**src/rtl/super_i3_bch_outer_enc_sched.sv**
```systemverilog
// Round-robin frame scheduler sharing one I.3 outer BCH encoder among pN_REQ streams.
// Each granted frame is 239 payload words followed by 3 zero flush words for the parity.
module super_i3_bch_outer_enc_sched #(
  parameter int pN_REQ = 4,
  parameter int pTAG_W = 3
) (
  input  logic                   iclk,
  input  logic                   ireset,
  input  logic                   iclkena,
  input  logic [pN_REQ-1:0]      ireq_val,
  input  logic [pN_REQ-1:0]      ireq_sop,
  input  logic [pN_REQ*16-1:0]   ireq_dat,
  output logic [pN_REQ-1:0]      oreq_rdy,
  output logic                   oenc_ival,
  output logic                   oenc_isop,
  output logic [15:0]            oenc_idat,
  output logic [pTAG_W-1:0]      otag,
  output logic                   obusy,
  output logic                   oerr
);

  typedef enum logic [1:0] {IDLE, DATA, FLUSH} state_t;

  localparam logic [pTAG_W:0] cN_REQ = (pTAG_W+1)'(pN_REQ);

  state_t              state, state_nxt;
  logic [pTAG_W-1:0]   grant, rr_ptr, winner, nxt_ptr;
  logic                found;
  logic [7:0]          wcnt;
  logic [1:0]          fcnt;
  logic [pN_REQ-1:0]   elig, rot;
  logic [2*pN_REQ-1:0] dbl;
  logic [pTAG_W:0]     sum, p1;
  logic                gval, gsop;
  logic [15:0]         gdat;

  assign elig  = ireq_val & ireq_sop;
  assign obusy = (state != IDLE);

  // rotate eligibility so that rr_ptr lands on bit 0, then take the lowest set bit
  always_comb begin
    dbl    = {elig, elig} >> rr_ptr;
    rot    = dbl[pN_REQ-1:0];
    found  = 1'b0;
    sum    = '0;
    for (int k = pN_REQ-1; k >= 0; k--) begin
      if (rot[k]) begin
        found = 1'b1;
        sum   = {1'b0, rr_ptr} + (pTAG_W+1)'(k);
      end
    end
    if (sum >= cN_REQ) sum = sum - cN_REQ;
    winner  = sum[pTAG_W-1:0];
    p1      = {1'b0, winner} + 1'b1;
    nxt_ptr = (p1 == cN_REQ) ? '0 : p1[pTAG_W-1:0];
  end

  always_comb begin
    gval = 1'b0;
    gsop = 1'b0;
    gdat = '0;
    for (int i = 0; i < pN_REQ; i++) begin
      if (grant == pTAG_W'(i)) begin
        gval = ireq_val[i];
        gsop = ireq_sop[i];
        gdat = ireq_dat[16*i +: 16];
      end
    end
  end

  always_comb begin
    state_nxt = state;
    oreq_rdy  = '0;
    oenc_ival = 1'b0;
    oenc_isop = 1'b0;
    oenc_idat = '0;
    case (state)
      IDLE: begin
        if (iclkena) begin
          oreq_rdy = ireq_val & ~ireq_sop;
          if (found) state_nxt = DATA;
        end
      end
      DATA: begin
        oenc_idat = gdat;
        for (int i = 0; i < pN_REQ; i++)
          if (grant == pTAG_W'(i)) oreq_rdy[i] = iclkena;
        oenc_ival = gval & iclkena;
        oenc_isop = oenc_ival & (wcnt == 8'd0);
        if (oenc_ival && wcnt == 8'd238) state_nxt = FLUSH;
      end
      FLUSH: begin
        if (iclkena) begin
          oenc_ival = 1'b1;
          if (fcnt == 2'd2) state_nxt = found ? DATA : IDLE;
        end
      end
      default: state_nxt = IDLE;
    endcase
  end

  // otag follows every encoder input word so it lines up with the 1-cycle encoder output
  always_ff @(posedge iclk or posedge ireset) begin
    if (ireset) begin
      state  <= IDLE;
      grant  <= '0;
      rr_ptr <= '0;
      wcnt   <= '0;
      fcnt   <= '0;
      otag   <= '0;
      oerr   <= 1'b0;
    end else if (iclkena) begin
      state <= state_nxt;
      oerr  <= 1'b0;
      case (state)
        IDLE: begin
          oerr <= |(ireq_val & ~ireq_sop);
          if (found) begin
            grant  <= winner;
            rr_ptr <= nxt_ptr;
            wcnt   <= '0;
          end
        end
        DATA: begin
          if (gval) begin
            otag <= grant;
            oerr <= gsop && (wcnt != 8'd0);
            wcnt <= (wcnt == 8'd238) ? 8'd0 : wcnt + 8'd1;
          end
        end
        FLUSH: begin
          otag <= grant;
          fcnt <= fcnt + 2'd1;
          if (fcnt == 2'd2) begin
            fcnt <= '0;
            if (found) begin
              grant  <= winner;
              rr_ptr <= nxt_ptr;
              wcnt   <= '0;
            end
          end
        end
        default: ;
      endcase
    end
  end

endmodule

```
**config.mk**
```make
export PLATFORM = sky130hd
export DESIGN_NAME = super_i3_bch_outer_enc_sched
export DESIGN_NICKNAME = d
export VERILOG_FILES = /design/src/rtl/super_i3_bch_outer_enc_sched.sv
export SDC_FILE = /design/constraint.sdc
export NUM_CORES = 1
export LEC_CHECK = 0
export BUFFER_PORTS_ARGS = -buffer_cell sky130_fd_sc_hd__buf_2
export CAP_MARGIN = 25
export CORE_MARGIN = 10
export CORE_UTILIZATION = 53
export DETAILED_ROUTE_END_ITERATION = 12
export GPL_TIMING_DRIVEN = 0
export PLACE_DENSITY = 0.87
export SETUP_SLACK_MARGIN = 0.5
export SYNTH_ARGS = -nofsm -noshare
export SYNTH_HDL_FRONTEND = slang
export SYNTH_SLANG_ARGS = --single-unit
```
**constraint.sdc**
```tcl
create_clock -name iclk -period 3.7 [get_ports iclk]
set_clock_uncertainty 0.15 [all_clocks]
set_input_delay 0.925 -clock iclk [delete_from_list [all_inputs] [get_ports iclk]]
set_output_delay 0.925 -clock iclk [all_outputs]
set_load 0.01 [all_outputs]
```
==> results <==
- The run finished with clean final reports.
- The detailed router finished its first iteration with approximately 250 violations.
- The worst register-to-register path has a depth of 9.
- The worst hold-check path type is reg -> reg.
- The start-to-end type of the worst setup path is in -> out.
- After synthesis, flip-flops and latches occupy between 20% and 30% of the total area.
- The share of power burned in combinational logic is 70.3%.
- The initial antenna violation count is 0.
- The total track usage is between 20 and 25%.
- Summed over all nets, the switching power comes to around 1.0 mW.
- The detail route stage leaves a number of antenna-violating nets equal to 0.
- The routed length per instance is 18.6 µm.
- The reg-to-reg setup timing slack is 1.09 ns.
- The final layout contains routed wiring with a total length of 8.39 mm.
- Net switching is 49.0% of the power.
- In this run, flip-flops and latches consume 19.0% of the power.
- The average cell area after synthesis is 8.15 µm².
- The number of buffers added to fix hold violations after cts is 0.
- The shortest clock period the worst path allows after layout is between 3 and 4 ns.
- The most common cell in the synthesized netlist is sky130_fd_sc_hd__a211oi_1.
- Synthesis produced a netlist with a net count of 382.
- The launch point of the worst reg-to-reg path is rr_ptr[1].
- The number of clock sinks is 22.
- STA classifies the critical path endpoint as a primary output.
- The part of the cycle the worst path needs is 85.1%.
- The maximum fanout along the worst path is 7.
- The number of antenna diodes is 0.
- Clock-pin slew was measured on the worst setup and hold paths at around 0.080 ns.
- The post-synthesis cell area is 2400 µm².
- The flip-flop cell with the highest count after synthesis is sky130_fd_sc_hd__dfrtp_1.
- The hold path endpoint is otag[0].
- The total length of routed met2 wires is 4.19 mm.
- For the pin with the worst max-slew slack, the measured transition is 0.794 ns.
- In the synthesized netlist, the number of instances is 295.
- By count the netlist is led by sky130_fd_sc_hd__a211oi_1, sky130_fd_sc_hd__nand2_1, sky130_fd_sc_hd__dfrtp_1, sky130_fd_sc_hd__nor2b_1, sky130_fd_sc_hd__mux2i_1.
- The DRC violation count after routing is 0.
- Along the worst hold path, the cell count comes to 1.
- Summing the areas of all xor and xnor instances in the mapped netlist gives 0.364% of the synthesized area.
- Yosys mapped a number of flops with a built-in enable equal to 0.
- Summing the areas of all fa, ha and maj instances in the mapped netlist gives 6.24% of the synthesized area.
- The critical path launch point type is a primary input.
- The total clock buffers created by CTS is 3.
- The number of global-route vias before repair is 2,708.
- The number of pins with negative max-slew slack in the final report is 0.
- In the final design database the tool counted 488 nets.
- The count of cell types in the netlist is 56.
- The startpoint identified for the worst hold timing path is otag[0].
- The wire length on met3 is 667 µm.
- The total of fill cells in the finished design is 360.
- In this run the top signal layer used is met4.
- The core outline area is 4380 µm².
- Counting flops and latches in the post-synthesis netlist gives 22.
- The routed layout has 2,768 vias.
- The number of port buffers is 100.
- The cell type with the largest total area after synthesis is sky130_fd_sc_hd__dfrtp_1.
- The via density per instance is around 6.
- The horizontal die dimension is 87.4 µm.
- Counting flops with an async set or reset pin after synthesis yields a share of 100%.
- Setup repair after global routing could not meet its margin everywhere.
- The tree is rooted in a sky130_fd_sc_hd__clkbuf_8.
- Of the post-synthesis cell area, the dominant cell type holds 22.9%.
- Summed over all cells, the static leakage comes to about 1.5 nW.
- Routability-driven placement finished with a final weighted congestion of just under 0.9.
- The post-synthesis compound-gate area fraction is 27.8%.
- The total negative setup slack is 0 ns.
- The die covers 7630 µm².
- The internal power summed over all cells is 1.05 mW.
- Pin placement for this block handled 102 I/O pins.
- In this run the power density over the cells is approximately 670 nW/µm².
- The placed wire-length estimate is 6.72 mm.
- The first element of the critical path is ireq_val[3].
- The main combinational cell family by area after synthesis is compound AO/OA/AOI/OAI gates.
- The endpoint arrival time on the critical path is 2.07 ns.
- Entering global routing, the biggest net connects 23 pins.
- Measured against its own limit, the worst slew margin works out to 47.0%.
- The share of total power dissipated in the clock network is 10.7%.
- From synthesis to final layout, the design area changed by 27.8%.
- The initial standard-cell utilization of the core is between 50 and 60%.
- TritonCTS built the clock tree.
- The share of layout cells above drive strength 1 is 33.3%.
- The portion of netlist area occupied by mux cells is 11.8%.
- The endpoint of the most critical register-to-register path is rr_ptr[0].
- The first detailed-routing pass took 4 iterations.
- The H-tree depth is 1.
- The final hold violation count is 0.
- After floorplanning, the core was divided into 24 placement rows.
- The wire length on met1 is 3.35 mm.
- By area the synthesized netlist is led by sky130_fd_sc_hd__dfrtp_1, sky130_fd_sc_hd__a211oi_1, sky130_fd_sc_hd__mux2i_1.
- The latest clock arrival within the worst-skew pair is 0.26 ns.
- The count of final setup violators is 0.
- OpenSTA, run right after detailed placement, puts the worst setup slack at 0.508 ns.
- The first global-routing pass estimated 13.2 mm of wire.
- The multi-input logic area is 1720 µm².
- Of the total synthesized cell area, the portion taken by AND, OR, NAND and NOR gates is 24.9%.
- No sink is reached through more buffers than the 2 on the longest clock path.
- Across the run, the number of max-cap violations was 0.
- The peak supply drop is between 0.4 and 0.5 mV.
- The required time of the worst setup path is 2.62 ns.
- Static timing analysis puts the maximum clock frequency at between 0.3 and 0.4 GHz.
- Summing all flip-flop and latch instances after layout gives 551 µm².
- The final worst-path setup slack is 0.551 ns.
- The die span in y is 87.4 µm.
- For this run the aggregate overflow at the end of global routing stands at 0.
- The number of warnings reported in the yosys synthesis log is 0.
-- sequential cells by signal, summed over array words and instances, names as in the netlist --
register	flops
rr_ptr	3
wcnt	8
grant	3
oerr	1
otag	3
state	2
fcnt	2
-- layout make-up --
class | instances | share of cell area (%)
multi-input cells | 240 | 55.8
flip-flops and latches | 22 | 17.9
repair buffers | 101 | 16.5
plain buffers | 19 | 3.58
well taps | 52 | 2.12
inverters | 14 | 1.71
clock buffers | 3 | 1.34
clock inverters | 1 | 0.977
-- layer usage --
metal | GRT usage (%) | vias to the layer above
met4 | 6.38 | 0
met1 | 23.7 | 1302
met2 | 35.6 | 123
li1 | - | 1321
met3 | 6.09 | 22
met5 | 0 | -
-- worst max-delay path by stage --
stage,slack (ns),depth (start not counted),end
floorplan,0.85,4,oenc_ival
global placement,0.51,6,oenc_ival
detailed placement,0.51,6,oenc_ival
CTS,0.51,6,oenc_ival
global route,0.47,8,oenc_idat[10]
finish,0.55,6,oenc_ival
-- logic make-up (layout without fill, tap and decap cells) --
logic type / after synthesis / after routing
buf+inv: 33 / 138
simple gates: 108 / 108
mux: 24 / 24
compound gates: 95 / 95
xor+xnor: 1 / 1
fa+ha+maj: 12 / 12
flops: 22 / 22
-- layout by cell type (no fill, tap or decap), types with 2 or more instances in the layout --
master / synthesis / routed
sky130_fd_sc_hd__a31oi_1: 4 / 4
sky130_fd_sc_hd__nor3b_1: 3 / 3
sky130_fd_sc_hd__dfrtp_1: 22 / 22
sky130_fd_sc_hd__mux2_1: 2 / 2
sky130_fd_sc_hd__inv_1: 12 / 12
sky130_fd_sc_hd__nand3b_1: 4 / 4
sky130_fd_sc_hd__nor2b_1: 22 / 22
sky130_fd_sc_hd__ha_1: 12 / 12
sky130_fd_sc_hd__o31ai_2: 2 / 2
sky130_fd_sc_hd__o21a_1: 2 / 2
sky130_fd_sc_hd__nand3_1: 10 / 10
sky130_fd_sc_hd__mux4_2: 2 / 2
sky130_fd_sc_hd__a221o_1: 2 / 2
sky130_fd_sc_hd__nand2b_1: 8 / 8
sky130_fd_sc_hd__and3_1: 3 / 3
sky130_fd_sc_hd__o31ai_1: 4 / 4
sky130_fd_sc_hd__clkbuf_8: 0 / 3
sky130_fd_sc_hd__mux2_4: 3 / 3
sky130_fd_sc_hd__clkbuf_2: 0 / 2
sky130_fd_sc_hd__o211ai_1: 3 / 3
sky130_fd_sc_hd__a21oi_1: 12 / 12
sky130_fd_sc_hd__clkbuf_1: 11 / 6
sky130_fd_sc_hd__a211oi_1: 33 / 33
sky130_fd_sc_hd__o21ai_1: 12 / 12
sky130_fd_sc_hd__a21o_1: 2 / 2
sky130_fd_sc_hd__nor4_2: 1 / 2
sky130_fd_sc_hd__nor3_1: 4 / 4
sky130_fd_sc_hd__or2_1: 2 / 2
sky130_fd_sc_hd__nor2_1: 13 / 13
sky130_fd_sc_hd__clkbuf_4: 0 / 4
sky130_fd_sc_hd__nor4_1: 5 / 4
sky130_fd_sc_hd__buf_6: 2 / 2
sky130_fd_sc_hd__inv_2: 2 / 2
sky130_fd_sc_hd__mux2i_1: 17 / 17
sky130_fd_sc_hd__nand2_1: 24 / 24
sky130_fd_sc_hd__nand4b_1: 2 / 2
sky130_fd_sc_hd__buf_2: 5 / 105
sky130_fd_sc_hd__o21ai_0: 7 / 7
-- worst max-delay path: stages --
cell	delay (ns)
sky130_fd_sc_hd__buf_2	0.15
sky130_fd_sc_hd__mux4_2	0.50
sky130_fd_sc_hd__inv_1	0.09
sky130_fd_sc_hd__nor2_1	0.07
sky130_fd_sc_hd__o211a_1	0.21
sky130_fd_sc_hd__buf_2	0.14
-- through the flow --
stage / cells / power [mW] / area (µm²) / hold slack [ns] / utilization, %
finish: 452 / 2.06 / 3070 / 0.349 / 70.1
global route: 452 / 2.23 / 3070 / 0.375 / 70.1
CTS: 451 / 2.03 / 3050 / 0.348 / 69.5
detailed placement: 447 / 1.79 / 2970 / 0.329 / 67.8
global placement: 447 / 1.74 / 2970 / 0.320 / 67.8
floorplan: 295 / 1.38 / 2400 / 0.306 / -
-- power groups by stage --
stage | clock network [mW] | registers (mW) | logic [mW]
6_report | 0.221 | 0.392 | 1.45
5_1_grt | 0.237 | 0.403 | 1.59
4_1_cts | 0.224 | 0.388 | 1.42
3_5_place_dp | 0 | 0.393 | 1.39
3_3_place_gp | 0 | 0.387 | 1.35
2_1_floorplan | 0 | 0.380 | 1.00
-- what timing repair did --
action                                  in CTS  in global routing
buffers inserted                             0                  1
endpoints found under the setup margin      18                 17
pin swaps                                    0                  0
resized for setup                            6                  8
(Power assumes the default switching activity.)
